**src/rtl/time_entry_register_if.sv**
```systemverilog
// Keypad/countdown-side bundle for the time entry register.
// The slave is the entry register; the master is the keypad/control side.
interface time_entry_register_if;
   logic       key_valid;
   logic [3:0] key_code;
   logic       done;
   logic [3:0] min_tens;
   logic [3:0] min_ones;
   logic [3:0] sec_tens;
   logic [3:0] sec_ones;
   logic       loadn;
   logic       locked;
   logic       err;
   logic [2:0] ndigits;

   modport master (
      output key_valid, key_code, done,
      input  min_tens, min_ones, sec_tens, sec_ones, loadn, locked, err, ndigits
   );

   modport slave (
      input  key_valid, key_code, done,
      output min_tens, min_ones, sec_tens, sec_ones, loadn, locked, err, ndigits
   );
endinterface

```
**src/rtl/time_entry_register.sv**
```systemverilog
// MM:SS keypad entry buffer for the microwave timer. Shifts in BCD digits,
// validates on start, pulses loadn for one cycle, then locks until done/clear.
module time_entry_register #(
   parameter logic [3:0] SEC_TENS_MAX = 4'd5,
   parameter logic [3:0] KEY_CLEAR    = 4'd10,
   parameter logic [3:0] KEY_START    = 4'd11
) (
   input  logic                  clk,
   input  logic                  clr,
   time_entry_register_if.slave  bus
);
   typedef enum logic [1:0] {IDLE, ENTRY, LOAD, LOCKED} state_t;

   state_t     state_q,    state_d;
   logic [3:0] min_tens_q, min_tens_d;
   logic [3:0] min_ones_q, min_ones_d;
   logic [3:0] sec_tens_q, sec_tens_d;
   logic [3:0] sec_ones_q, sec_ones_d;
   logic [2:0] ndigits_q,  ndigits_d;
   logic       err_q,      err_d;
   logic       loadn_q,    loadn_d;
   logic       locked_q,   locked_d;

   logic is_digit, is_clear, is_start, all_zero, bad_time;

   assign is_digit = bus.key_valid && (bus.key_code < 4'd10);
   assign is_clear = bus.key_valid && (bus.key_code == KEY_CLEAR);
   assign is_start = bus.key_valid && (bus.key_code == KEY_START);
   assign all_zero = ({min_tens_q, min_ones_q, sec_tens_q, sec_ones_q} == 16'h0000);
   assign bad_time = (sec_tens_q > SEC_TENS_MAX) || all_zero;

   always_comb begin
      state_d    = state_q;
      min_tens_d = min_tens_q;
      min_ones_d = min_ones_q;
      sec_tens_d = sec_tens_q;
      sec_ones_d = sec_ones_q;
      ndigits_d  = ndigits_q;
      err_d      = err_q;

      case (state_q)
         IDLE, ENTRY: begin
            if (is_digit) begin
               err_d = 1'b0;
               if (ndigits_q < 3'd4) begin
                  min_tens_d = min_ones_q;
                  min_ones_d = sec_tens_q;
                  sec_tens_d = sec_ones_q;
                  sec_ones_d = bus.key_code;
                  ndigits_d  = ndigits_q + 3'd1;
                  state_d    = ENTRY;
               end
            end else if (is_clear) begin
               {min_tens_d, min_ones_d, sec_tens_d, sec_ones_d} = '0;
               ndigits_d = '0;
               err_d     = 1'b0;
               state_d   = IDLE;
            end else if (is_start) begin
               if (state_q == IDLE || bad_time) err_d = 1'b1;
               else                             state_d = LOAD;
            end
         end
         // Keys during the load cycle are dropped so the counters see stable data.
         LOAD: state_d = LOCKED;
         LOCKED: begin
            if (bus.done || is_clear) begin
               {min_tens_d, min_ones_d, sec_tens_d, sec_ones_d} = '0;
               ndigits_d = '0;
               state_d   = IDLE;
               if (!bus.done) err_d = 1'b0;
            end
         end
         default: state_d = IDLE;
      endcase

      loadn_d  = (state_d != LOAD);
      locked_d = (state_d == LOCKED);
   end

   always_ff @(posedge clk) begin
      if (clr) begin
         state_q    <= IDLE;
         min_tens_q <= '0;
         min_ones_q <= '0;
         sec_tens_q <= '0;
         sec_ones_q <= '0;
         ndigits_q  <= '0;
         err_q      <= 1'b0;
         loadn_q    <= 1'b1;
         locked_q   <= 1'b0;
      end else begin
         state_q    <= state_d;
         min_tens_q <= min_tens_d;
         min_ones_q <= min_ones_d;
         sec_tens_q <= sec_tens_d;
         sec_ones_q <= sec_ones_d;
         ndigits_q  <= ndigits_d;
         err_q      <= err_d;
         loadn_q    <= loadn_d;
         locked_q   <= locked_d;
      end
   end

   assign bus.min_tens = min_tens_q;
   assign bus.min_ones = min_ones_q;
   assign bus.sec_tens = sec_tens_q;
   assign bus.sec_ones = sec_ones_q;
   assign bus.ndigits  = ndigits_q;
   assign bus.err      = err_q;
   assign bus.loadn    = loadn_q;
   assign bus.locked   = locked_q;
endmodule

```
**src/flat_wrapper.sv**
```systemverilog
// flat-port wrapper written by rule: the top's interface ports become plain ports
module time_entry_register_flat 
#(
   parameter logic [3:0] SEC_TENS_MAX = 4'd5,
   parameter logic [3:0] KEY_CLEAR    = 4'd10,
   parameter logic [3:0] KEY_START    = 4'd11
)
  (clk, clr, bus_key_valid, bus_key_code, bus_done, bus_min_tens, bus_min_ones, bus_sec_tens, bus_sec_ones, bus_loadn, bus_locked, bus_err, bus_ndigits);
  time_entry_register_if bus_i ();
  input  logic clk;
  input  logic clr;
  input wire logic [$bits(bus_i.key_valid)-1:0] bus_key_valid;
  input wire logic [$bits(bus_i.key_code)-1:0] bus_key_code;
  input wire logic [$bits(bus_i.done)-1:0] bus_done;
  output wire logic [$bits(bus_i.min_tens)-1:0] bus_min_tens;
  output wire logic [$bits(bus_i.min_ones)-1:0] bus_min_ones;
  output wire logic [$bits(bus_i.sec_tens)-1:0] bus_sec_tens;
  output wire logic [$bits(bus_i.sec_ones)-1:0] bus_sec_ones;
  output wire logic [$bits(bus_i.loadn)-1:0] bus_loadn;
  output wire logic [$bits(bus_i.locked)-1:0] bus_locked;
  output wire logic [$bits(bus_i.err)-1:0] bus_err;
  output wire logic [$bits(bus_i.ndigits)-1:0] bus_ndigits;
  assign bus_i.key_valid = bus_key_valid;
  assign bus_i.key_code = bus_key_code;
  assign bus_i.done = bus_done;
  assign bus_min_tens = bus_i.min_tens;
  assign bus_min_ones = bus_i.min_ones;
  assign bus_sec_tens = bus_i.sec_tens;
  assign bus_sec_ones = bus_i.sec_ones;
  assign bus_loadn = bus_i.loadn;
  assign bus_locked = bus_i.locked;
  assign bus_err = bus_i.err;
  assign bus_ndigits = bus_i.ndigits;
  time_entry_register #(.SEC_TENS_MAX(SEC_TENS_MAX), .KEY_CLEAR(KEY_CLEAR), .KEY_START(KEY_START)) u_core (.clk(clk), .clr(clr), .bus(bus_i));
endmodule
```
**config.mk**
```make
export PLATFORM = sky130hd
export DESIGN_NAME = time_entry_register_flat
export DESIGN_NICKNAME = d
export VERILOG_FILES = /design/src/rtl/time_entry_register_if.sv /design/src/rtl/time_entry_register.sv /design/src/flat_wrapper.sv
export SDC_FILE = /design/constraint.sdc
export NUM_CORES = 1
export LEC_CHECK = 0
export CORE_UTILIZATION = 45
export CTS_CLUSTER_DIAMETER = 80
export DETAILED_ROUTE_END_ITERATION = 8
export PLACE_DENSITY = 0.85
export SKIP_LAST_GASP = 1
export SLEW_MARGIN = 20
export SYNTH_ARGS = -nofsm -noshare
export SYNTH_HDL_FRONTEND = slang
export SYNTH_SLANG_ARGS = --single-unit
```
**constraint.sdc**
```tcl
create_clock -name clk -period 6.3 [get_ports clk]
set_input_delay 1.89 -clock clk [delete_from_list [all_inputs] [get_ports clk]]
set_output_delay 1.89 -clock clk [all_outputs]
set_load 0.05 [all_outputs]
```
-- Word level (Yosys, flattened, before mapping)
Index checks and enable logic that the tools add are counted.
- output and inout bits: 22
- register bits after elaboration: 24
- bits of input ports: 8
- $add $sub $neg: 1
- muxes and demuxes: 33
- reductions and logical operators: 12
- order comparisons: 3
- equal/unequal tests: 13
- operator list (kind ; number):
    $mux W4 ; 10
    $pmux W4 S2 ; 4
    $logic_not A16 Y1 ; 1
    $mux W2 ; 6
    $mux W3 ; 4
    $eq A4 B4 Y1 const B ; 2
    $ne A4 B1 Y1 const B ; 2
    $eq A2 B2 Y1 const B ; 3
    $mux W1 ; 6
    $pmux W2 S3 ; 1
    $pmux W3 S2 ; 1
    $reduce_and A5 Y1 ; 1
    $gt A4 B3 Y1 const B ; 1
    $lt A4 B4 Y1 const B ; 1
    $ne A2 B2 Y1 const B ; 2
    $reduce_and A4 Y1 ; 1
    $add A3 B1 Y3 const B ; 1
    $logic_and A1 B1 Y1 ; 3
    $logic_or A1 B1 Y1 ; 3
    $lt A3 B3 Y1 const B ; 1
    $ne A3 B1 Y1 const B ; 1
    $ne A3 B3 Y1 const B ; 1
    $eq A2 B1 Y1 const B ; 1
    $logic_not A2 Y1 ; 1
    4 further kinds ; 4

-- Depth between registers and ports, before layout
- depth in word-level cells: 9
- gate-level depth with buffers: 6

-- Worst setup path after synthesis
Ideal clock, no wire load.
- path type: input-to-reg
- start point: input port bus_key_code[2]
- end point: register u_core.min_ones_q[1], in the netlist u_core.bus.min_ones[1]
- buffers on the path: 1
- required time: 6172 ps
- slack: 2988 ps
- stages on the path: 6
- data arrival time: 3185 ps
- path through: and4b_1 nand2_1 a221oi_4 buf_6 mux2i_1 nor2_1
- cells in the longest elaborated chain, start to end: 5
- elaborated cells on any way between the ends: 11
- classes of those cells: order compare (1); eq/ne (4); mux (2); reduce/logical (4)
- RTL lines (what ; line ; RTL):
    start: declaration ; flat_wrapper.sv:13 ; input wire logic [$bits(bus_i.key_code)-1:0] bus_key_code;
    branches (longest 5 deep; another with $lt A4 B4 Y1) ; n/a ;
    end signal: assignment ; time_entry_register.sv:94 ; min_ones_q <= min_ones_d;
    end: declaration ; time_entry_register.sv:16 ; logic [3:0] min_ones_q, min_ones_d;
Parallel ways; which one is timed is not known.
A chain may end at the register's enable or synchronous reset.

-- Worst setup path in the final report
- start point: input port bus_key_code[3]
- end point: register u_core.sec_ones_q[3], in the netlist u_core.bus.sec_ones[3]
- cells in the longest elaborated chain, start to end: 5
- elaborated cells on any way between the ends: 12
- classes of those cells: order compare (1); eq/ne (4); mux (3); reduce/logical (4)
- RTL lines (what ; line ; RTL):
    branches (longest 5 deep; another with $lt A4 B4 Y1) ; n/a ;
    end signal: assignment ; time_entry_register.sv:96 ; sec_ones_q <= sec_ones_d;
    end: declaration ; time_entry_register.sv:18 ; logic [3:0] sec_ones_q, sec_ones_d;
Parallel ways; which one is timed is not known. The select of a mux whose other input is x is not followed.

==> impl_metrics.toml <==
[yosys]
yosys-mux-area-fraction_pct = 11.29
synth_xor_area_share_pct = 0
avgSynthCellArea_sq_um = 9.013
netlist_instances = 118
yosys.cell_count.top_type = "dfxtp_1"
synth_top_family_by_area = "simple AND/OR/NAND/NOR gates"
ys_types = 27
synth_commonest_cells = "dfxtp_1 (24), nor2_1 (14), mux2i_1 (12), nand2_1 (9)"
ys_warn_count = 0
synth_compound_area_share_pct = 12.82
yosysTopAreaCell = "dfxtp_1"
syn_nets = 127
ys_seq_elements = 24
synth_edf_count = 0
synthAdderAreaFrac_pct = 1.176
netlist_top_cells_area = "dfxtp_1 (45%), mux2i_1 (11%), nor2_1 (4.9%)"
netlist_area_sq_mm = 0.001064
synth-seq-area-share_pct = 45.18
yosysTopAreaCellShare_pct = 45.18
synthSimpleGateAreaFrac_pct = 26.35
async_reset_ff_share_pct = 0
ys.flop_type = "dfxtp_1"

[flow_run]
maxCapViolations = 0

[route]
vias_per_cell = 5.563
top_layer = "met3"
vias = 979
drt_iter0_drc = 33
wirelength_mm = 2.559
met1_length_mm = 1.090
drc = 0
postRouteAntennaNets = 0
dr_wl_met2_mm = 1.280
drtPass1Iterations = 4
routedWlPerCell_microns = 14.54
wl_met3_microns = 188

[min_path]
holdPathEnd = "u_core.bus.err"
min_path_cells = 2
hold_class = "register to register"
min_from = "u_core.bus.err"

[timing]
tightestPinTransition_ns = 0.7483
fin_worst_skew_ns = 0.004318
fmax_ghz = 0.2677
finalHoldViolCount = 0
post-route-period-util_pct = 59.30
relSlewSlack_pct = 50.01
final_max_slew_viol_count = 0
rsz0062_at_grt = "false"
tns_ns = 0
min_period_ns = 3.736
setup_violations = 0

[clock_network]
cts_root_buf = "clkbuf_4"
clock_sinks = 24
cts_resized = 0
clk_path_buf_depth = 2
cts_tree = "yes"
clock_latency_ns = 0.31
hold_buffers = 0
clkTransAtPathRegs_ns = 0.13
htree_levels = 1
cts_setup_buffers = 0
cts_buffers = 3

[die]
die_area_sq_mm = 0.002562
initial_core_util_pct = 48.08
core_sq_mm = 0.002212
die_y_microns = 50.62
fp.dieW_microns = 50.62
rows = 17
io-pin-count = 30

[global_routing]
grt_max_degree = 27
gr-usage-all-layers_pct = 22.01
antenna_found_initial = 0
grt_pass1_wl_mm = 4.271
gr-total-overflow = 0
first_global_vias = 974

[setup_path]
r2r-end = "u_core.bus.sec_ones[3]"
critical-path-top-delay-family = "buffers and inverters"
startpoint_type = "input port"
cpMaxStageDelayCell = "clkdlybuf4s50_1"
critPathKind = "input port to register"
r2r_start = "u_core.bus.ndigits[2]"
crit_chain = "clkdlybuf4s50_1 -> and4b_1 -> nand2_1 -> a221oi_4 -> buf_8 -> mux2i_1 -> nor2_1"
slowest_delay_ns = 0.57
cp.required_ns = 6.51
arrival_ns = 3.94
critPathLaunch = "bus_key_code[3]"
critPathBufInv = 2
end_kind = "register"
ff2ff_path_depth = 5
cp_max_fo = 20
r2r_slack_ns = 4.55

[placement]
io_buffers = 29
place_congestion = 0.8646
dpl.hpwl_mm = 1.814
dp_cells = 171

[power]
p_seq_share_pct = 49.8
pwr_density_cell_mw_per_mm2 = 224.9
p_sw_share_pct = 25.01
p_sw_uw = 80.43
p_clk_share_pct = 34.1
p_leak_uw = 0.0005282
ir_worst_vdd_mv = 0.1196
p_total_uw = 321.6
power_frac_comb_pct = 16.1
power.internal_uw = 241.2

[final_layout]
final_util_pct = 64.65
nFillCells = 207
nNetsFinal = 158
drive_gt1_share_pct = 6.081
final_cells = 176
seqCellArea_sq_um = 480.5
antenna_cells = 0
multi_input_area_sq_um = 549.3
syn_to_final_growth_pct = 34.47

[outcome]
status = "finished clean"
-- cell type report --
class	instances	area share, %
flip-flops and latches	24	33.60
clock buffers	3	1.575
clock inverters	1	2.100
repair buffers	30	21.35
well taps	28	2.450
multi-input cells	88	38.41
inverters	2	0.5249
-- per-stage QoR --
step / setup slack (ns) / hold WS (ns) / cell area, sq um
floorplan: 2.988 / 0.5949 / 1064
global placement: 2.062 / 0.4677 / 1363
detailed placement: 1.985 / 0.4842 / 1363
CTS: 2.288 / 0.5057 / 1415
global route: 2.462 / 0.5172 / 1430
finish: 2.564 / 0.4950 / 1430
-- power by group through the flow --
stage / registers, uW / logic (uW) / clock network, uW
floorplan: 174 / 22.8 / 0
global placement: 163 / 49.1 / 0
detailed placement: 163 / 50.2 / 0
CTS: 160 / 50.6 / 112
global route: 161 / 55.1 / 117
finish: 160 / 51.7 / 110
-- placed cells by master (no fill, tap or decap) --
cell type and count:
a21oi_1 7, a221oi_4 1, and4b_1 1, buf_8 1, bufinv_16 1, clkbuf_4 3, clkdlybuf4s50_1 29, dfxtp_1 24
ha_1 1, inv_1 2, mux2i_1 12, nand2_1 9, nand2b_1 8, nand3_1 6, nand3b_1 3, nand4_1 1
nor2_1 14, nor2b_1 3, nor3_1 1, nor3b_1 1, nor4_1 3, o21ai_0 8, o21ai_1 1, o22ai_1 2
o31a_1 1, o32ai_1 1, or2_2 3, or3_1 1
-- logic make-up (layout without fill, tap and decap cells) --
logic type               after synthesis  in the layout
AO/OA/AOI/OAI                         21             21
adder cells (fa/ha/maj)                1              1
buffers and inverters                  6             36
flip-flops                            24             24
multiplexers                          12             12
AND/OR/NAND/NOR                       54             54
-- layer usage --
layer | vias up | track usage [%]
met4 | 0 | 7.407
met3 | 0 | 3.333
li1 | 473 | -
met5 | - | 0
met1 | 462 | 28.46
met2 | 44 | 37.11
-- flip-flops by register name, summed over array words and instances, names as in the netlist --
name / count
u_core.bus.min_ones: 4
u_core.bus.min_tens: 4
u_core.bus.sec_ones: 4
u_core.bus.sec_tens: 4
u_core.bus.ndigits: 3
u_core.state_q: 2
u_core.bus.err: 1
u_core.bus.loadn: 1
u_core.bus.locked: 1
-- tightest hold or removal path: stages, from the launching register on --
cell and delay, ns:
dfxtp_1 0.34, nand2b_1 0.06, mux2i_1 0.06
-- worst max-delay path by stage --
stage	cells after the start	end	slack (ns)
2_1_floorplan	6	u_core.bus.min_ones[1]	2.99
5_1_grt	7	u_core.bus.sec_ones[3]	2.46
3_5_place_dp	6	u_core.bus.sec_ones[3]	1.98
6_report	7	u_core.bus.sec_ones[3]	2.56
3_3_place_gp	6	u_core.bus.sec_ones[0]	2.06
4_1_cts	6	u_core.bus.sec_ones[3]	2.29
Power figures use the tool's default switching activity.
